<file path="src/rtl/icache_refill_pkg.sv">
// Shared address-split constants and refill FSM types for the instruction cache.
// The cache and its refill controller import this package so their address split always agrees.
package icache_refill_pkg;

   localparam int unsigned VIRT_ADDR_WIDTH         = 32;
   localparam int unsigned ICACHE_LINE_WIDTH       = 128;
   localparam int unsigned ICACHE_INDEX_WIDTH      = 6;
   localparam int unsigned ICACHE_BYTEINLINE_WIDTH = 4;
   localparam int unsigned ICACHE_TAG_WIDTH        =
      VIRT_ADDR_WIDTH - ICACHE_INDEX_WIDTH - ICACHE_BYTEINLINE_WIDTH;

   localparam int unsigned MEM_BEAT_WIDTH = 32;

   typedef enum logic [1:0] {
      StIdle,
      StReq,
      StBeats,
      StWrite
   } refill_state_e;

   function automatic int unsigned beats_per_line(input int unsigned line_w,
                                                  input int unsigned beat_w);
      return line_w / beat_w;
   endfunction

   // Counter width that stays legal when a line is a single beat.
   function automatic int unsigned cnt_width(input int unsigned n);
      return (n > 1) ? $clog2(n) : 1;
   endfunction

endpackage

</file>
<file path="src/rtl/icache_line_asm.sv">
// Assembles memory read beats into one cache line, lowest address in slot 0.
// o_last flags the beat that completes the line.
module icache_line_asm
   import icache_refill_pkg::*;
#(
   parameter int unsigned LINE_W = ICACHE_LINE_WIDTH,
   parameter int unsigned BEAT_W = MEM_BEAT_WIDTH
) (
   input  logic              i_clk,
   input  logic              i_reset,
   input  logic              i_clear,
   input  logic              i_beat_valid,
   input  logic [BEAT_W-1:0] i_beat_data,
   output logic              o_last,
   output logic [LINE_W-1:0] o_line
);

   localparam int unsigned NumBeats = beats_per_line(LINE_W, BEAT_W);
   localparam int unsigned CntW     = cnt_width(NumBeats);
   localparam logic [CntW-1:0] LastCnt = CntW'(NumBeats - 1);

   logic [CntW-1:0]   r_cnt;
   logic [LINE_W-1:0] r_line;

   always_ff @(posedge i_clk) begin
      if (i_reset) begin
         r_cnt <= '0;
      end else if (i_clear) begin
         r_cnt <= '0;
      end else if (i_beat_valid) begin
         r_cnt <= (r_cnt == LastCnt) ? '0 : r_cnt + CntW'(1);
      end
   end

   // Data path is not reset; contents only matter once a full line is in.
   always_ff @(posedge i_clk) begin
      if (i_beat_valid) begin
         for (int unsigned k = 0; k < NumBeats; k++) begin
            if (r_cnt == CntW'(k)) begin
               r_line[k*BEAT_W +: BEAT_W] <= i_beat_data;
            end
         end
      end
   end

   assign o_last = i_beat_valid && (r_cnt == LastCnt);
   assign o_line = r_line;

endmodule

</file>
<file path="src/rtl/icache_refill.sv">
// Instruction-cache miss handler: stalls fetch, reads the missing line from memory,
// and writes the assembled line with its index and tag into the cache fill port.
module icache_refill
   import icache_refill_pkg::*;
#(
   parameter int unsigned ADDR_W  = VIRT_ADDR_WIDTH,
   parameter int unsigned LINE_W  = ICACHE_LINE_WIDTH,
   parameter int unsigned BEAT_W  = MEM_BEAT_WIDTH,
   parameter int unsigned INDEX_W = ICACHE_INDEX_WIDTH,
   parameter int unsigned OFFS_W  = ICACHE_BYTEINLINE_WIDTH
) (
   input  logic                         i_clk,
   input  logic                         i_reset,
   input  logic                         i_miss,
   input  logic [ADDR_W-1:0]            i_miss_addr,
   output logic                         o_stall,
   output logic                         o_mem_req,
   output logic [ADDR_W-1:0]            o_mem_addr,
   input  logic                         i_mem_gnt,
   input  logic                         i_mem_rvalid,
   input  logic [BEAT_W-1:0]            i_mem_rdata,
   input  logic                         i_mem_err,
   output logic                         o_fill_en,
   output logic [INDEX_W-1:0]           o_fill_index,
   output logic [ADDR_W-INDEX_W-OFFS_W-1:0] o_fill_tag,
   output logic [LINE_W-1:0]            o_fill_data,
   output logic                         o_refill_err
);

   localparam int unsigned TAG_W = ADDR_W - INDEX_W - OFFS_W;
   localparam logic [ADDR_W-1:0] LineMask = {{(ADDR_W-OFFS_W){1'b1}}, {OFFS_W{1'b0}}};

   refill_state_e r_state;
   refill_state_e w_state_d;

   logic [ADDR_W-1:0] r_addr;
   logic              r_mem_req;
   logic              r_fill_en;
   logic              r_refill_err;

   logic              w_latch;
   logic              w_clear;
   logic              w_beat_valid;
   logic              w_last;
   logic              w_err_abort;
   logic [LINE_W-1:0] w_line;

   // Beats only count in BEATS; strays in other states never touch the buffer.
   assign w_beat_valid = (r_state == StBeats) && i_mem_rvalid;
   assign w_clear      = (r_state == StReq) && i_mem_gnt && !i_mem_err;

   icache_line_asm #(
      .LINE_W (LINE_W),
      .BEAT_W (BEAT_W)
   ) u_line_asm (
      .i_clk        (i_clk),
      .i_reset      (i_reset),
      .i_clear      (w_clear),
      .i_beat_valid (w_beat_valid),
      .i_beat_data  (i_mem_rdata),
      .o_last       (w_last),
      .o_line       (w_line)
   );

   always_comb begin
      w_state_d   = r_state;
      w_latch     = 1'b0;
      w_err_abort = 1'b0;
      unique case (r_state)
         StIdle: begin
            if (i_miss) begin
               w_latch   = 1'b1;
               w_state_d = StReq;
            end
         end
         StReq: begin
            if (i_mem_err) begin
               w_err_abort = 1'b1;
               w_state_d   = StIdle;
            end else if (i_mem_gnt) begin
               w_state_d = StBeats;
            end
         end
         StBeats: begin
            if (i_mem_err) begin
               w_err_abort = 1'b1;
               w_state_d   = StIdle;
            end else if (w_last) begin
               w_state_d = StWrite;
            end
         end
         StWrite: begin
            w_state_d = StIdle;
         end
         default: begin
            w_state_d = StIdle;
         end
      endcase
   end

   // Strobes are derived from the next state so they line up with the state they belong to.
   always_ff @(posedge i_clk) begin
      if (i_reset) begin
         r_state      <= StIdle;
         r_mem_req    <= 1'b0;
         r_fill_en    <= 1'b0;
         r_refill_err <= 1'b0;
      end else begin
         r_state      <= w_state_d;
         r_mem_req    <= (w_state_d == StReq);
         r_fill_en    <= (w_state_d == StWrite);
         r_refill_err <= w_err_abort;
      end
   end

   always_ff @(posedge i_clk) begin
      if (w_latch) begin
         r_addr <= i_miss_addr;
      end
   end

   assign o_stall      = (r_state == StIdle) ? i_miss : 1'b1;
   assign o_mem_req    = r_mem_req;
   assign o_mem_addr   = r_addr & LineMask;
   assign o_fill_en    = r_fill_en;
   assign o_fill_index = r_addr[OFFS_W +: INDEX_W];
   assign o_fill_tag   = r_addr[ADDR_W-1 -: TAG_W];
   assign o_fill_data  = w_line;
   assign o_refill_err = r_refill_err;

endmodule

</file>
<file path="config.mk">
export PLATFORM = sky130hd
export DESIGN_NAME = icache_refill
export DESIGN_NICKNAME = d
export VERILOG_FILES = /design/src/rtl/icache_refill_pkg.sv /design/src/rtl/icache_line_asm.sv /design/src/rtl/icache_refill.sv
export SDC_FILE = /design/constraint.sdc
export NUM_CORES = 1
export LEC_CHECK = 0
export BUFFER_PORTS_ARGS = -buffer_cell sky130_fd_sc_hd__buf_2
export CAP_MARGIN = 20
export CORE_MARGIN = 1
export CORE_UTILIZATION = 40
export DETAILED_ROUTE_END_ITERATION = 16
export PLACE_DENSITY = 0.73
export SKIP_LAST_GASP = 1
export SYNTH_ARGS = -nofsm -noshare
export SYNTH_HDL_FRONTEND = slang
export SYNTH_SLANG_ARGS = --single-unit
</file>
<file path="constraint.sdc">
create_clock -name i_clk -period 1.7 [get_ports i_clk]
set_clock_uncertainty 0.2 [all_clocks]
set_input_delay 0.34 -clock i_clk [delete_from_list [all_inputs] [get_ports i_clk]]
set_output_delay 0.34 -clock i_clk [all_outputs]
set_load 0.01 [all_outputs]
</file>
# Word-level counts from Yosys, hierarchy flattened
# Index checks and enable logic that the tools add are counted.
# totals
inputBits	70
elab_cells	45
out_inout_bits	192
ff_bits	167
# classes
n_mux	11
n_eq_ne	8
bitwise	1
reduce_logical	14
n_addsub	1
# ops
cell	n
$mux 2	6
$eq 2x2->1 const B	5
$pmux 2 s4	1
$reduce_and 2->1	4
$eq 2x1->1 const B	3
$reduce_or 2->1	3
$logic_and 1x1->1	4
$logic_not 2->1	2
$mux 1	4
$add 2x1->2 const B	1
$logic_not 1->1	1
$not 1->1	1

# Longest topological paths before layout
# logic_depth
word_depth	7
mapped_depth	5
mapped_depth_nobuf	5

# Hierarchy
# Synthesis repeated with hierarchy kept, for this count alone.
# hier_totals
cells_unflattened	240
hier_area_um2	5381.4
# by_module_without_submodules
mod	area_per_inst_um2	cells_each	seq_area_each_um2	n_inst
icache_line_asm	4008.8	145	3883.7	1
icache_refill	1372.6	95	940.9	1

# Worst setup path after synthesis
# Ideal clock, no wire load.
# synth_path
path_kind	reg2reg
from	register r_state[0]
to	register r_addr[10], enable pin
path_stages_with_launch	4
synth_period_minus_slack_ns	1.878
setup_time_ns	0.387
required_time_ns	1.113
t_arrival_ns	1.290
n_path_buf	0
setup_slack_ns	-0.178
path_cell_list	dfxtp_1 > inv_1 > ha_1 > and2_1
# synth_between
elab_chain_len	2
# synth_rtl
item	line_no	rtl
from (decl)	icache_refill.sv:33	refill_state_e r_state;
from (signal assigned)	icache_refill.sv:104	r_state <= StIdle;
from (signal assigned)	icache_refill.sv:109	r_state <= w_state_d;
$logic_not 2->1	icache_refill.sv:69	unique case (r_state)
$mux 1	icache_refill.sv:69	
net w_latch	icache_refill.sv:41	logic w_latch;
to (signal assigned)	icache_refill.sv:118	r_addr <= i_miss_addr;
to (decl)	icache_refill.sv:36	logic [ADDR_W-1:0] r_addr;
# The timed path passes the listed nets, and every way through them passes these cells.
# A chain may end at the register's enable or synchronous reset.

# Worst setup path in the final report
# layout_path
from	register r_state[1]
to	output o_stall
# layout_between
elab_chain_len	2
# layout_rtl
item	line_no	rtl
$logic_not 2->1	icache_refill.sv:122	assign o_stall = (r_state == StIdle) ? i_miss : 1'b1;
$mux 1	icache_refill.sv:122	
to (decl)	icache_refill.sv:16	output logic o_stall,
# No other way between the ends.

==> metrics.md <==
| Metric | Value |
|---|---|
| Outcome | complete, but fails checks |
| Violated checks | negative setup slack |
| Number of antenna diodes | 0 |
| Worst Reg-to-Reg Cells | 3 |
| Final period util | 103% |
| CP Data Required Time | 1160 ps |
| Hpwl dp | 8540 µm |
| Placement Cell Area | 0.00686 mm² |
| Hold path depth | 3 |
| Final Hold Viols | 0 |
| Register-to-Register Setup Slack | -20 ps |
| Routed vias/inst | 4.53 |
| IO buf count | 253 |
| Hold-critical path endpoint | u_line_asm.r_cnt[1] |
| Congestion Overflow GR | 0 |
| Hold path startpoint | i_mem_rvalid |
| # rows | 42 |
| Setup tns final | -621 ps |
| Final Instance Area | 0.00821 mm² |
| CTS buffer count | 17 |
| Vias | 3402 |
| Post-Syn Area per Cell | 22.6 µm² |
| RSZ-0062 raised after global routing | true |
| Worst slack, placed | -52.6 ps |
| DRC | 0 |
| RD Place Congestion | 0.843 |
| Reg2reg end | r_addr[12] |
| I/O pin count | 262 |
| Area of the multi-input gates | 410 µm² |
| CP endpoint kind | output pin |
| Cells after Synth | 238 |
| Max_cap viols | 0 |
| Total Wirelength | 13600 µm |
| Initial antenna violation count | 0 |
| Die X | 118 µm |
| VDD IR max | 0.684 mV |
| First-pass GRT wire length | 19400 µm |
| Leak | 3.33 nW |
| Post-route ant nets | 0 |
| Layout cells sized above 1 | 55.3% |
| CTS HTree Levels | 4 |
| Worst endpoint data arrival time | 1210 ps |
| Worst slew pin tran | 718 ps |
| Crit Reg-Reg Startpoint | r_state[0] |
| WL per Instance | 18.1 µm |
| CTS sink count | 163 |
| Root buffer cell | clkbuf_16 |
| Core area | 0.0132 mm² |
| Initial Util | 40.8% |
| Fmax | 570 MHz |
| Vias in the first global route | 3435 |
| CTS max path bufs | 2 |
| Area Growth Syn to Fin | 52.4% |
| Post-Syn Area | 0.00539 mm² |
| Type of the worst min-delay path | input port to register |
| Sequential-to-total area share from yosys stat | 89.5% |
| Clk Latency, worst-skew pair | 420 ps |
| Starting DRT DRC Count | 171 |
| Crit start category | register |
| Die footprint | 0.0139 mm² |
| Clock-pin slew on the worst setup and hold paths | 60 ps |
| FF+latch count, synth | 163 |
| Finish-stage setup viols | 40 |
| Fin crit period | 1750 ps |
| FF/Latch Area | 0.00483 mm² |
| Post-synth cell types | 26 |
| Power per Cell Area | 1050 mW/mm² |
| Overall Power | 0.00864 W |
| Ys Warns | 0 |
| Relative slew slack | 52.1% |
| # nets final | 640 |
| TritonCTS clock tree | built |
| Final Slew Violations | 0 |
| Critical path class | register to output pin |
| Hold slack final | 61.1 ps |
| 1st-pass router iterations | 4 |
| Largest net degree at the start of global routing | 29 |
| Chip height | 118 µm |
| Fill cell count | 913 |
| Final worst-path setup slack | -53.4 ps |
| Max FO, Critical Path | 2 |
| GRT Util Overall | 19.2% |
worst max-delay path, cell delays in order (launching register included):
cell and delay, ps:
dfxtp_2 340, inv_2 50, ha_4 150, buf_6 110, nand2b_4 50, buf_6 90
final cells by class:
cell class                 instances  area share [%]
timing repair buffer             334            26.5
multi-input combinational         41            5.00
clock inverter                     4           0.244
clock buffer                      28            6.57
tap                              176            2.68
sequential                       163            58.8
inverter                           5           0.229
cell families (layout without fill, tap and decap cells):
family	Yosys count	after routing	synth area share, %
flops	163	163	89.5
buf+inv	37	371	4.81
simple gates	18	18	1.86
compound gates	10	10	1.67
fa+ha+maj	8	8	1.86
other cells	1	4	0.0696
mux	1	1	0.186
Yosys cell counts, drive strengths merged:
cell,n,area [µm²]
mux2i,1,10.0
a2bb2oi,1,8.76
inv,5,18.8
ha,8,100
o221ai,1,15.0
buf,32,240
dfxtp,7,140
edfxtp,156,4680
nand2b,1,6.26
nor2b,1,6.26
nor2,2,7.51
nand2,5,18.8
conb,1,3.75
nand3,1,5.00
a21oi,1,5.00
o211ai,1,7.51
nor3,2,10.0
o21ai,1,5.00
o22a,1,8.76
and3,5,40.0
and2,1,6.26
o21a,1,7.51
a211oi,2,25.0
a21o,1,7.51
state kept, by name (all words and copies together) (netlist names):
name / flops
o_fill_en: 1
o_mem_req: 1
o_refill_err: 1
r_addr: 28
r_state: 2
u_line_asm.o_line: 128
u_line_asm.r_cnt: 2
power by group:
group,internal (W),switching (W)
logic,0.000296,0.000295
clock network,0.00215,0.00137
registers,0.00449,0.0000398
routing by layer:
metal	vias to the layer above	GRT usage (%)	routed length [µm]
li1	1523	-	-
met1	1670	19.2	4730
met2	172	35.3	7510
met3	37	5.86	901
met4	0	10.7	456
met5	-	0	0
worst max path at each step:
| stage | startpoint | to | slack [ps] |
|---|---|---|---|
| after global placement | r_state[0] | r_addr[19] | -10 |
| after global routing | r_state[0] | o_stall | -100 |
| after detailed placement | r_state[0] | r_addr[14] | -50 |
| after floorplan | r_state[0] | u_line_asm.o_line[0] | -50 |
| after CTS | r_state[0] | o_stall | -100 |
| final | r_state[1] | o_stall | -50 |
cell usage in the layout, fill, tap and decap left out, types with 3 or more instances in the layout:
cell and instances:
conb_1 4, dfxtp_1 5, buf_4 8, ha_1 4
dlygate4sd3_1 62, clkbuf_8 3, ha_4 3, edfxtp_1 156
inv_1 3, clkinv_2 4, and3_4 4, clkbuf_1 6
nand2_1 4, clkbuf_16 21, buf_12 8, buf_2 252
metrics by stage:
stage,std cells,util [%]
6_report,751,62.2
5_1_grt,751,62.2
4_1_cts,749,61.3
3_5_place_dp,652,52.0
3_3_place_gp,652,52.0
2_1_floorplan,241,-
timing repair:
item	4_1_cts	5_1_grt
pin swaps	1	6
setup endpoints to repair	29	161
hold buffers	62	0
resized for setup	7	14
cloned	0	2
endpoints found under the hold margin	158	0
setup buffers	3	2
Power figures use the tool's default switching activity.
